[config.mk]
export PLATFORM = sky130hd
export DESIGN_NAME = im_loader
export DESIGN_NICKNAME = d
export VERILOG_FILES = /design/src/rtl/im_loader.sv
export SDC_FILE = /design/constraint.sdc
export NUM_CORES = 1
export LEC_CHECK = 0
export ABC_AREA = 1
export CORE_ASPECT_RATIO = 0.7
export CORE_MARGIN = 2
export CORE_UTILIZATION = 55
export DETAILED_ROUTE_END_ITERATION = 12
export PLACE_DENSITY_LB_ADDON = 0.15
export SYNTH_ARGS = -nofsm -noshare
export SYNTH_HDL_FRONTEND = slang
export SYNTH_SLANG_ARGS = --single-unit
[constraint.sdc]
create_clock -name CLK -period 2.4 [get_ports CLK]
set_input_delay 0.24 -clock CLK [delete_from_list [all_inputs] [get_ports CLK]]
set_output_delay 0.24 -clock CLK [all_outputs]
set_load 0.05 [all_outputs]
[src/rtl/im_loader.sv]
// rtl/im_loader.sv - byte-serial program loader feeding the instruction-memory write port
// Assembles big-endian words from a length/data/XOR-checksum frame and releases the core on a good load.
module im_loader #(
  parameter int IM_DEPTH = 1024,
  parameter int ADDR_W   = 16
) (
  input  logic              CLK,
  input  logic              RST_F,
  input  logic              START,
  input  logic [7:0]        RX_DATA,
  input  logic              RX_VALID,
  output logic              RX_READY,
  output logic              IM_WE,
  output logic [ADDR_W-1:0] IM_WADDR,
  output logic [31:0]       IM_WDATA,
  output logic              CPU_RST_F,
  output logic              DONE,
  output logic              ERR,
  output logic [ADDR_W-1:0] WORDS_LOADED
);

  typedef enum logic [2:0] {
    S_IDLE,
    S_LEN_HI,
    S_LEN_LO,
    S_DATA,
    S_WR,
    S_CSUM,
    S_DONE,
    S_ERR
  } state_t;

  state_t      state;
  state_t      state_nxt;
  logic [15:0] len_q;
  logic [15:0] len_rx;
  logic [7:0]  csum_q;
  logic [1:0]  byte_idx;
  logic [23:0] shift_q;
  logic        xfer;
  logic        start_ok;
  logic        last_word;

  function automatic logic rx_state(input state_t s);
    return (s == S_LEN_HI) || (s == S_LEN_LO) || (s == S_DATA) || (s == S_CSUM);
  endfunction

  assign xfer      = RX_VALID && RX_READY;
  assign len_rx    = {len_q[15:8], RX_DATA};
  assign start_ok  = START && ((state == S_IDLE) || (state == S_DONE) || (state == S_ERR));
  // The word being written in WR is the last one when the post-increment count reaches N.
  assign last_word = (32'(WORDS_LOADED) + 32'd1) == {16'd0, len_q};

  always_ff @(posedge CLK or negedge RST_F) begin
    if (!RST_F) begin
      state <= S_IDLE;
    end else begin
      state <= state_nxt;
    end
  end

  always_comb begin
    state_nxt = state;
    case (state)
      S_IDLE:   if (START) state_nxt = S_LEN_HI;
      S_LEN_HI: if (xfer) state_nxt = S_LEN_LO;
      S_LEN_LO: begin
        if (xfer) begin
          if ({16'd0, len_rx} > 32'(IM_DEPTH)) state_nxt = S_ERR;
          else if (len_rx == 16'd0)            state_nxt = S_CSUM;
          else                                 state_nxt = S_DATA;
        end
      end
      S_DATA:   if (xfer && (byte_idx == 2'd3)) state_nxt = S_WR;
      S_WR:     state_nxt = last_word ? S_CSUM : S_DATA;
      S_CSUM:   if (xfer) state_nxt = (RX_DATA == csum_q) ? S_DONE : S_ERR;
      S_DONE:   if (START) state_nxt = S_LEN_HI;
      S_ERR:    if (START) state_nxt = S_LEN_HI;
      default:  state_nxt = S_IDLE;
    endcase
  end

  // Status outputs are registered from the next state so they line up with the state register.
  always_ff @(posedge CLK or negedge RST_F) begin
    if (!RST_F) begin
      RX_READY     <= 1'b0;
      IM_WE        <= 1'b0;
      IM_WADDR     <= '0;
      IM_WDATA     <= 32'd0;
      CPU_RST_F    <= 1'b0;
      DONE         <= 1'b0;
      ERR          <= 1'b0;
      WORDS_LOADED <= '0;
      len_q        <= 16'd0;
      csum_q       <= 8'd0;
      byte_idx     <= 2'd0;
      shift_q      <= 24'd0;
    end else begin
      RX_READY  <= rx_state(state_nxt);
      IM_WE     <= (state_nxt == S_WR);
      DONE      <= (state_nxt == S_DONE);
      CPU_RST_F <= (state_nxt == S_DONE);
      ERR       <= (state_nxt == S_ERR);

      if (start_ok) begin
        WORDS_LOADED <= '0;
        IM_WADDR     <= '0;
        csum_q       <= 8'd0;
      end

      // The checksum byte itself is compared, never folded into the accumulator.
      if (xfer && (state != S_CSUM)) begin
        csum_q <= csum_q ^ RX_DATA;
      end

      if (xfer && (state == S_LEN_HI)) begin
        len_q[15:8] <= RX_DATA;
      end

      if (xfer && (state == S_LEN_LO)) begin
        len_q[7:0] <= RX_DATA;
        byte_idx   <= 2'd0;
      end

      if (xfer && (state == S_DATA)) begin
        shift_q  <= {shift_q[15:0], RX_DATA};
        byte_idx <= byte_idx + 2'd1;
        if (byte_idx == 2'd3) begin
          IM_WDATA <= {shift_q, RX_DATA};
        end
      end

      if (state == S_WR) begin
        IM_WADDR     <= IM_WADDR + ADDR_W'(1);
        WORDS_LOADED <= WORDS_LOADED + ADDR_W'(1);
      end
    end
  end

endmodule

# Word level (Yosys, flattened, before mapping)
# Cells that the tools add are included.
# totals
regBits	121
inputBits	12
out_inout_bits	69
word_cells	73
# op_classes
add_sub_neg	4
order_cmp	1
n_eq_ne	18
muxes	17
bitwise	1
reduce_logical	19
# op_table
cell	n
16-bit 2-to-1 mux	3
16-bit by 1-bit adder with 16-bit output (second input constant)	2
3-bit equality test (second input constant)	8
3-bit 2-to-1 mux	8
3-bit case mux with 6 select lines	1
16-bit by 1-bit adder with 17-bit output (second input constant)	1
17-bit by 16-bit equality test with 1-bit output	1
16-bit by 11-bit greater-than comparator with 1-bit output (second input constant)	1
16-bit zero test	1
8-bit 2-to-1 mux	2
3-bit by 2-bit equality test with 1-bit output (second input constant)	4
8-bit equality test	1
8-bit bitwise XOR	1
1-bit logical AND	7
3-bit by 1-bit equality test with 1-bit output (second input constant)	2
2-bit nonzero test	3
1-bit logical OR	5
2-bit 2-to-1 mux	2
3-bit zero test	1
3-bit inequality test (second input constant)	1
3-bit OR reduction	1
2-bit by 1-bit adder with 2-bit output (second input constant)	1
2-bit equality test (second input constant)	1
2-bit AND reduction	1
1-bit 2-to-1 mux	1

# Longest topological paths before layout
# Gate-level depths: netlist of run 1.
# depth
depth_word	9
depth_mapped	17
depth_no_buf	17

# Least setup slack after synthesis of run 1
# Ideal clock, no wire load.
# synth_timing
path_kind	flip-flop to flip-flop
start	register IM_WADDR[0]
end	register IM_WADDR[14]
setup_time_ns	0.117
t_arrival_ns	2.055
path_slack_ns	0.228
stages_incl_launch_ff	13
path_buffers	0
cell_sequence	dfrtp_1 -> ha_1 -> nand2_1 -> nor2_1 -> inv_1 -> nor2_1 -> nand2_1 -> nor2_1 -> nand3_1 -> nor3_2 -> nand4_1 -> o21ai_1 -> inv_1
# synth_between
elab_chain_len	2
# synth_lines
element	line	text
start, declared	14	output logic [ADDR_W-1:0] IM_WADDR,
start signal, assigned	134	IM_WADDR <= IM_WADDR + ADDR_W'(1);
16-bit by 1-bit adder with 16-bit output	134	
16-bit 2-to-1 mux	133	if (state == S_WR) begin
# No other way between the ends.
# A chain may end at the register's enable or synchronous reset.

# Final worst setup path of run 1
# Same ends and word-level chain as after synthesis.

==> results of run 1 <==
cells by family (layout without fill, tap and decap cells):
| kind of cell | count (synthesis) | in the layout | share of synthesized area, % |
|---|---|---|---|
| AOI/OAI and AO/OA | 127 | 127 | 11.5 |
| xor gates and xnor gates | 10 | 10 | 1.51 |
| adders and majority gates | 3 | 3 | 0.649 |
| buffers and inverters | 122 | 224 | 8.20 |
| DFF | 121 | 121 | 52.4 |
| muxes | 1 | 1 | 0.173 |
| and+or+nand+nor | 328 | 328 | 25.6 |
sequential cells by signal, indices dropped and copies added, names as in the netlist:
name,count
IM_WE,1
byte_idx,2
RX_READY,1
len_q,16
ERR,1
csum_q,8
WORDS_LOADED,16
state,3
shift_q,24
IM_WADDR,16
IM_WDATA,32
DONE,1
area by class of cell:
cell class                 instances  area [um^2]  area share [%]
timing repair buffer              92          903            12.3
clock buffer                      17          425            5.79
inverter                         100          375            5.11
multi-input combinational        469         2280            31.0
clock inverter                    15          165            2.25
sequential                       121         3030            41.2
tap                              132          165            2.25
Yosys cell counts (all sizes together) (2+ instances only):
| master | n | share of area, % |
|---|---|---|
| nand3 | 58 | 5.3 |
| clkbuf | 14 | 0.91 |
| a21oi | 11 | 0.95 |
| inv | 99 | 6.4 |
| nand4 | 12 | 1.3 |
| dfrtp | 121 | 52 |
| o21ai | 101 | 8.8 |
| nand2 | 194 | 13 |
| xor2 | 5 | 0.76 |
| ha | 3 | 0.65 |
| o22ai | 11 | 1.2 |
| xnor2 | 5 | 0.76 |
| nand3b | 2 | 0.26 |
| nor2 | 53 | 4.7 |
| buf | 8 | 0.80 |
| nor3 | 7 | 0.69 |
how the worst max path moves through the flow:
stage / startpoint / to / slack [ns] / cells after the start
detailed placement: RX_DATA[4] / RX_READY / 0.31 / 11
finish: IM_WADDR[0] / IM_WADDR[14] / 0.28 / 12
global placement: RX_DATA[6] / RX_READY / 0.37 / 11
CTS: IM_WADDR[0] / IM_WADDR[14] / 0.31 / 12
global route: WORDS_LOADED[1] / RX_READY / 0.003 / 14
floorplan: IM_WADDR[0] / IM_WADDR[14] / 0.23 / 12
routing by layer:
| metal | share of wire, % | vias to the layer above | wire [um] |
|---|---|---|---|
| li1 | - | 2472 | - |
| met1 | 49 | 2438 | 6920 |
| met2 | 45 | 144 | 6350 |
| met3 | 5.9 | 14 | 836 |
| met4 | 1.0 | 0 | 149 |
| met5 | 0 | - | 0 |
power by group through the flow:
| stage | Clock (uW) | Sequential (uW) | Combinational, uW |
|---|---|---|---|
| global placement | 0 | 3150 | 3190 |
| floorplan | 0 | 3900 | 1430 |
| CTS | 2570 | 3150 | 3280 |
| global route | 2670 | 3240 | 3580 |
| finish | 2540 | 3150 | 3260 |
| detailed placement | 0 | 3170 | 3230 |
worst reg2reg max path, stage by stage (launching register included):
cell and delay (ns):
dfrtp_1 0.42, ha_1 0.19, nand2_1 0.09, nor2_1 0.13, inv_1 0.05, nor2_1 0.18, nand2_1 0.08, nor2_1 0.15
nand3_1 0.15, nor3_2 0.24, nand4_1 0.15, o21ai_1 0.14, inv_1 0.05
stage by stage:
stage | util [%] | power (uW) | setup slack (ns)
floorplan | - | 5330 | 0.228
global placement | 65.6 | 6330 | 0.367
detailed placement | 65.6 | 6400 | 0.308
CTS | 71.4 | 8990 | 0.305
global route | 71.4 | 9480 | 0.00283
finish | 71.4 | 8960 | 0.277
==> impl_metrics.yaml, run 1 <==
global_routing:
  antenna_found_initial: 0
  grt_pass1_vias: 4878
  use_met2_pct: 39.9
  grt_max_degree: 65
  grt_use_met3_pct: 6.96
  grt_pass1_wl_um: 24000
  track_usage_pct: 26.4
  grt_most_used_layer: "met2"
  grtUsageMet1_pct: 38.0
  overflow: 0
sta:
  layout_min_cycle_time_ns: 2.12
  holdWs_ns: 0.335
  tns_ns: 0
  fin_skew_ns: 0.00902
  slew_violations: 0
  max_slew_margin_pct: 61.8
  setup_viol: 0
  hold_viol_final: 0
  rsz0062_at_grt: "no"
  worstMarginPinSlew_ns: 0.572
  post-route-period-util_pct: 88.5
  fmax_mhz: 471
worst_setup_path:
  cp_data_arrival_time_ns: 2.42
  rrSetupSlack_ns: 0.28
  crit_slowest_cell: "dfrtp_1"
  critPathTopFamily: "simple AND/OR/NAND/NOR gates"
  critPathKind: "flip-flop to flip-flop"
  startpoint_type: "flip-flop"
  reg2reg_to: "IM_WADDR[14]"
  required_ns: 2.70
  path_cells: "ha_1 > nand2_1 > nor2_1 > inv_1 > nor2_1 > nand2_1 > nor2_1 > nand3_1 > nor3_2 > nand4_1 > o21ai_1 > inv_1"
  r2r_cells: 12
  crit_top_cell: "nor2_1"
  cp.buffers_inverters: 2
  r2r_start: "IM_WADDR[0]"
  max_stage_delay_ns: 0.42
  crit_path_end_kind: "flip-flop"
  critPathMaxFanout: 5
synthesis:
  syn-num-nets: 727
  ys_warn_count: 0
  ys_seq_area_share_pct: 52.4
  syn_inst: 712
  ys_ff_latch: 121
  synth_cell_types: 36
  ys_async_sr_fraction_pct: 100
  synth_area_mm2: 0.00578
  synth_area_per_cell_um2: 8.12
  synth_ff_type: "dfrtp_1"
  synth_edf_count: 0
place:
  place_area_mm2: 0.00674
  gp_congestion: 0.861
  dp_cells: 913
  detailed_place_hpwl_um: 9840
  io_buffer_count: 80
cts:
  cts_resized: 0
  cts-htree-levels: 4
  cts_tree: "yes"
  numCtsBuffers: 17
  clock_path_buffers: 2
  postCtsHoldBufs: 1
  cts_sinks: 121
  clk_latency_ns: 0.41
  root_buffer: "clkbuf_16"
  clk_pin_slew_worst_paths_ns: 0.06
  cts_setup_buffers: 0
final_layout:
  n_antenna_cell: 0
  fin_area_mm2: 0.00734
  nets: 816
  final_cells: 946
  final_common_cell: "nand2_1"
  final_cell_mix: "nand2_1 (184), dfrtp_1 (121), inv_1 (95), o21ai_0 (88), clkdlybuf4s50_1 (79)"
  post_route_cells_drive_above_1_share_pct: 9.58
  num-fill-cells: 812
  areaGrowthSynthToFinish_pct: 27.0
power_and_ir_drop:
  switchingPower_uw: 3640
  pwr-share-comb_pct: 36.4
  peakVddDrop_mv: 0.853
  power_frac_seq_pct: 35.2
  p_sw_share_pct: 40.7
  power_density_mw_per_mm2: 1220
  p_clk_share_pct: 28.4
  internal_power_uw: 5310
  p_leak_uw: 0.00338
floorplan:
  fp-row-count: 31
  fp.dieW_um: 127
  die-height_um: 89.8
  start_util_pct: 56.3
  placeableCoreArea_mm2: 0.0103
  io_pins: 81
  dieArea_mm2: 0.0114
detailed_routing:
  drc: 0
  drtIter0Drc: 485
  num_vias: 5068
  detail-route-antenna-nets: 0
  dr.pass1.iters: 6
  viasPerCell: 5.36
  wire_per_inst_um: 15.1
  routed_wl_um: 14300
hold_path:
  hp-class: "input port to asynchronous set/reset pin"
outcome:
  status: "completed"
run:
  maxCapViolations: 0
(Power assumes the default switching activity.)
==> inputs of run 2 (changes only) <==
--- a/config.mk
+++ b/config.mk
@@ -6,11 +6,11 @@
 export NUM_CORES = 1
 export LEC_CHECK = 0
 export ABC_AREA = 1
-export CORE_ASPECT_RATIO = 0.7
 export CORE_MARGIN = 2
 export CORE_UTILIZATION = 55
 export DETAILED_ROUTE_END_ITERATION = 12
 export PLACE_DENSITY_LB_ADDON = 0.15
+export SETUP_SLACK_MARGIN = 0.15
 export SYNTH_ARGS = -nofsm -noshare
 export SYNTH_HDL_FRONTEND = slang
 export SYNTH_SLANG_ARGS = --single-unit
==> run 2 against run 1 <==
Clock power decreased by 7.9%. Sequential cell count unchanged. Global-route usage increased by 0.60 points. Non-clock buffer count increased by 1. Register-to-register slack improved by 0.09 ns. Critical path depth decreased by 11. Routed wire length decreased by 0.13%. Clock-buffer cell count increased by 1. Via count increased by 0.53%. Cell count increased by 0.53%. Critical path type is now flip-flop to output pin. Critical endpoint is now WORDS_LOADED[3]. Largest power group unchanged.
==> impl_metrics.yaml, run 2 (synthesized netlist as in run 1, its figures left out) <==
outcome:
  status: "completed"
floorplan:
  fp-row-count: 37
  die-height_um: 107
  placeableCoreArea_mm2: 0.0103
  dieArea_mm2: 0.0113
  start_util_pct: 56.3
  io_pins: 81
  fp.dieW_um: 107
sta:
  post-route-period-util_pct: 86.8
  holdWs_ns: 0.211
  setup_viol: 0
  fin_skew_ns: 0.00460
  setup_slack_ns: 0.318
  rsz0062_at_grt: "no"
  hold_viol_final: 0
  fmax_mhz: 480
  tns_ns: 0
  max_slew_margin_pct: 62.5
  worstMarginPinSlew_ns: 0.561
  layout_min_cycle_time_ns: 2.08
  slew_violations: 0
global_routing:
  use_met2_pct: 42.1
  grt_use_met3_pct: 5.64
  grt_most_used_layer: "met2"
  grt_pass1_wl_um: 23800
  grtUsageMet1_pct: 37.1
  grt_pass1_vias: 4950
  track_usage_pct: 27.0
  antenna_found_initial: 0
  overflow: 0
  grt_max_degree: 60
cts:
  clk_pin_slew_worst_paths_ns: 0.06
  clk_latency_ns: 0.53
  root_buffer: "clkbuf_8"
  numCtsBuffers: 17
  cts_tree: "yes"
  cts_sinks: 121
  clock_path_buffers: 2
  cts-htree-levels: 4
final_layout:
  post_route_cells_drive_above_1_share_pct: 10.6
  reg_top3: "IM_WDATA: 32 flops, shift_q: 24 flops"
  multi_input_area_mm2: 0.00233
  final_cell_mix: "nand2_1 (184), dfrtp_1 (119), inv_1 (95), o21ai_0 (88), clkdlybuf4s50_1 (79)"
  largest-register: "IM_WDATA"
  final_common_cell: "nand2_1"
  areaGrowthSynthToFinish_pct: 27.6
  regArea_mm2: 0.00303
  largest_reg_flops: 32
  n_antenna_cell: 0
  nets: 817
  num-fill-cells: 845
worst_setup_path:
  required_ns: 2.16
  cp_data_arrival_time_ns: 1.84
  startpoint_type: "flip-flop"
  critPathKind: "flip-flop to output pin"
  max_stage_delay_ns: 0.85
  path_cells: "clkdlybuf4s50_1"
  critPathTopFamily: "buffers and inverters"
  crit_slowest_cell: "clkdlybuf4s50_1"
  critPathMaxFanout: 5
  cp.buffers_inverters: 1
  crit_path_end_kind: "output pin"
hold_path:
  hp-class: "input port to asynchronous set/reset pin"
place:
  pre_cts_ws_ns: 0.251
  detailed_place_hpwl_um: 10100
  gp_congestion: 0.924
  io_buffer_count: 80
detailed_routing:
  viasPerCell: 5.36
  num_vias: 5095
  wire_per_inst_um: 15.0
  drc: 0
  routed_wl_um: 14200
  drtIter0Drc: 365
  detail-route-antenna-nets: 0
  dr.pass1.iters: 7
power_and_ir_drop:
  peakVddDrop_mv: 0.845
  power_density_mw_per_mm2: 1190
  p_leak_uw: 0.00338
run:
  maxCapViolations: 0
## run 2: cell types whose count changed in the layout (fill, tap and decap cells not counted), sizes merged
cell / before / now
clkinv: 5 / 9
clkbuf: 17 / 18
inv: 104 / 100
buf: 12 / 13
bufinv: 2 / 1
## run 2: final cells by class
| cell class | count | area share [%] |
|---|---|---|
| Sequential cell | 121 | 41.1 |
| Multi-Input combinational cell | 469 | 31.6 |
| Timing Repair Buffer | 93 | 12.5 |
| Clock buffer | 18 | 5.67 |
| Inverter | 100 | 5.09 |
| Tap cell | 136 | 2.31 |
| Clock inverter | 14 | 1.73 |
## run 2: report_power, final
part | total [uW] | switching, uW | internal, uW
clock | 2340 | 966 | 1370
combinational | 3300 | 2220 | 1080
sequential | 3150 | 444 | 2700
## run 2: per-stage QoR
stage,instances,area (um^2),total power [uW],util (%)
CTS,950,7310,8810,71.2
finish,951,7380,8790,71.8
detailed placement,917,6760,6420,65.8
global route,951,7380,9330,71.8
floorplan,712,5780,5330,-
global placement,917,6760,6340,65.8
## run 2: final timing paths
path | start | endpoint | slack, ns | cells after the start
worst max-delay path | WORDS_LOADED[3] | WORDS_LOADED[3] | 0.32 | 1
worst min-delay path | RST_F | IM_WDATA[28] | 0.21 | 2
worst max register to register | IM_WADDR[0] | IM_WADDR[14] | 0.37 | 12
worst min register to register | shift_q[12] | shift_q[20] | 0.48 | 2
max in group asynchronous | RST_F | WORDS_LOADED[9] | 1.43 | 3
min in group CLK | RX_DATA[1] | len_q[9] | 0.43 | 3
## run 2: routing by layer
metal,vias up,wire (um)
met1,2432,6250
met3,25,848
li1,2468,-
met2,170,6840
met5,-,0
met4,0,296
## run 2: repair_timing
| item | CTS | global route |
|---|---|---|
| hold endpoints to repair | 35 | 0 |
| buffers inserted | 0 | 1 |
| setup endpoints to repair | 0 | 6 |
| resized for setup | 0 | 13 |
| hold buffers | 1 | 0 |
==> inputs of run 3 (changes only) <==
--- a/config.mk
+++ b/config.mk
@@ -10,6 +10,8 @@
 export CORE_UTILIZATION = 55
 export DETAILED_ROUTE_END_ITERATION = 12
 export PLACE_DENSITY_LB_ADDON = 0.15
+export RECOVER_POWER = 25
+export REMOVE_ABC_BUFFERS = 1
 export SETUP_SLACK_MARGIN = 0.15
 export SYNTH_ARGS = -nofsm -noshare
 export SYNTH_HDL_FRONTEND = slang
==> run 3 against run 2 <==
Routed wire length shrank 0.78%. Clock skew grew 0.0019 ns. Global-route usage shrank 0.25 points. Utilization grew 0.73 points. Sequential cell count is the same. Combinational power shrank 1%. Non-clock buffer count grew 2. Hold slack gained 0.23 ns. Critical path depth is the same. Setup slack lost 0.039 ns.
==> impl_metrics.yaml, run 3 (synthesized netlist as in run 1, its figures left out) <==
worst_setup_path:
  rrSetupSlack_ns: 0.29
  required_ns: 2.16
  crit_slowest_cell: "clkdlybuf4s50_1"
  critPathKind: "flip-flop to output pin"
  max_stage_delay_ns: 0.86
  critPathMaxFanout: 6
  cp_data_arrival_time_ns: 1.88
  startpoint_type: "flip-flop"
  path_cells: "clkdlybuf4s50_1"
  cp.buffers_inverters: 1
  critPathTopFamily: "buffers and inverters"
  crit_path_end_kind: "output pin"
final_layout:
  n_antenna_cell: 0
  areaGrowthSynthToFinish_pct: 28.9
  fin_util_pct: 72.5
  nets: 819
  final_cell_mix: "nand2_1 (184), dfrtp_1 (121), inv_1 (95), o21ai_0 (88), clkdlybuf4s50_1 (79)"
  largest-register: "IM_WDATA"
  final_common_cell: "nand2_1"
  largest_reg_flops: 32
  reg_top3: "IM_WDATA: 32 flops, shift_q: 24 flops"
  num-fill-cells: 813
  post_route_cells_drive_above_1_share_pct: 10.0
power_and_ir_drop:
  p_leak_uw: 0.00344
  peakVddDrop_mv: 0.726
  power_density_mw_per_mm2: 1240
outcome:
  status: "completed"
detailed_routing:
  wire_per_inst_um: 14.8
  detail-route-antenna-nets: 0
  routed_wl_um: 14100
  viasPerCell: 5.36
  num_vias: 5109
  drtIter0Drc: 299
  dr.pass1.iters: 5
  drc: 0
global_routing:
  antenna_found_initial: 0
  grt_most_used_layer: "met2"
  grtUsageMet1_pct: 33.7
  grt_use_met3_pct: 8.52
  grt_max_degree: 56
  use_met2_pct: 43.2
  grt_pass1_vias: 5068
  track_usage_pct: 26.7
  grt_pass1_wl_um: 23500
  overflow: 0
floorplan:
  dieArea_mm2: 0.0113
  io_pins: 81
  fp.dieW_um: 107
  start_util_pct: 56.3
  die-height_um: 107
  fp-row-count: 37
  placeableCoreArea_mm2: 0.0103
run:
  maxCapViolations: 0
sta:
  post-route-period-util_pct: 88.4
  slew_violations: 0
  fin_skew_ns: 0.00649
  setup_viol: 0
  rsz0062_at_grt: "yes"
  layout_min_cycle_time_ns: 2.12
  worstMarginPinSlew_ns: 1.08
  fmax_mhz: 472
  hold_viol_final: 0
  holdWs_ns: 0.436
  max_slew_margin_pct: 27.8
cts:
  root_buffer: "clkbuf_8"
  cts_tree: "yes"
  clk_latency_ns: 0.53
  cts-htree-levels: 4
  clk_pin_slew_worst_paths_ns: 0.06
  cts_sinks: 121
  clock_path_buffers: 2
  numCtsBuffers: 17
hold_path:
  hp-class: "input port to asynchronous set/reset pin"
place:
  detailed_place_hpwl_um: 9640
  gp_congestion: 0.936
  io_buffer_count: 80
run 3: changes by cell type in the layout (fill, tap and decap cells not counted), sizes merged:
cell,delta
inv,+1
clkinv,-5
clkbuf,+3
clkinvlp,-1
bufinv,+4
run 3: path summary, 6_finish.rpt:
path	startpoint	to	depth (start not counted)
setup / recovery	WORDS_LOADED[9]	WORDS_LOADED[9]	1
min in group CLK	RX_DATA[0]	len_q[8]	3
hold / removal	RST_F	IM_WDATA[27]	2
setup reg to reg	IM_WADDR[0]	IM_WADDR[14]	12
max in group asynchronous	RST_F	len_q[2]	3
hold reg to reg	IM_WDATA[28]	IM_WDATA[28]	2
run 3: per-stage QoR:
step	area [um^2]	power (uW)	setup TNS, ns	instances	worst slack, ns
floorplan	5680	5280	-0.0155	690	-0.0155
global placement	6770	6280	0	920	0.360
detailed placement	6770	6390	0	920	0.273
CTS	7440	9260	0	953	0.263
global route	7450	9770	0	953	0.128
finish	7450	9230	0	953	0.279
run 3: area by class of cell:
| class | instances | area, um^2 | area share (%) |
|---|---|---|---|
| flip-flops and latches | 121 | 3030 | 40.6 |
| multi-input cells | 469 | 2310 | 31.0 |
| repair buffers | 95 | 911 | 12.2 |
| clock buffers | 19 | 442 | 5.93 |
| inverters | 100 | 375 | 5.04 |
| clock inverters | 13 | 216 | 2.91 |
| well taps | 136 | 170 | 2.28 |
run 3: routing by layer:
metal	share of wire, %	wire length [um]
met4	2.6	365
met3	6.8	959
met5	0	0
met2	48	6820
met1	42	5980
run 3: where the power goes:
part	internal (uW)	switching, uW	leakage [uW]
registers	2700	446	0.00159
logic	1070	2190	0.00154
clock network	1860	964	0.000311
total	5630	3600	0.00344
run 3: what timing repair did:
action,CTS,global route
hold buffers,1,0
gates resized for setup,0,5
endpoints found under the hold margin,42,0
setup buffers,0,0
endpoints found under the setup margin,0,4
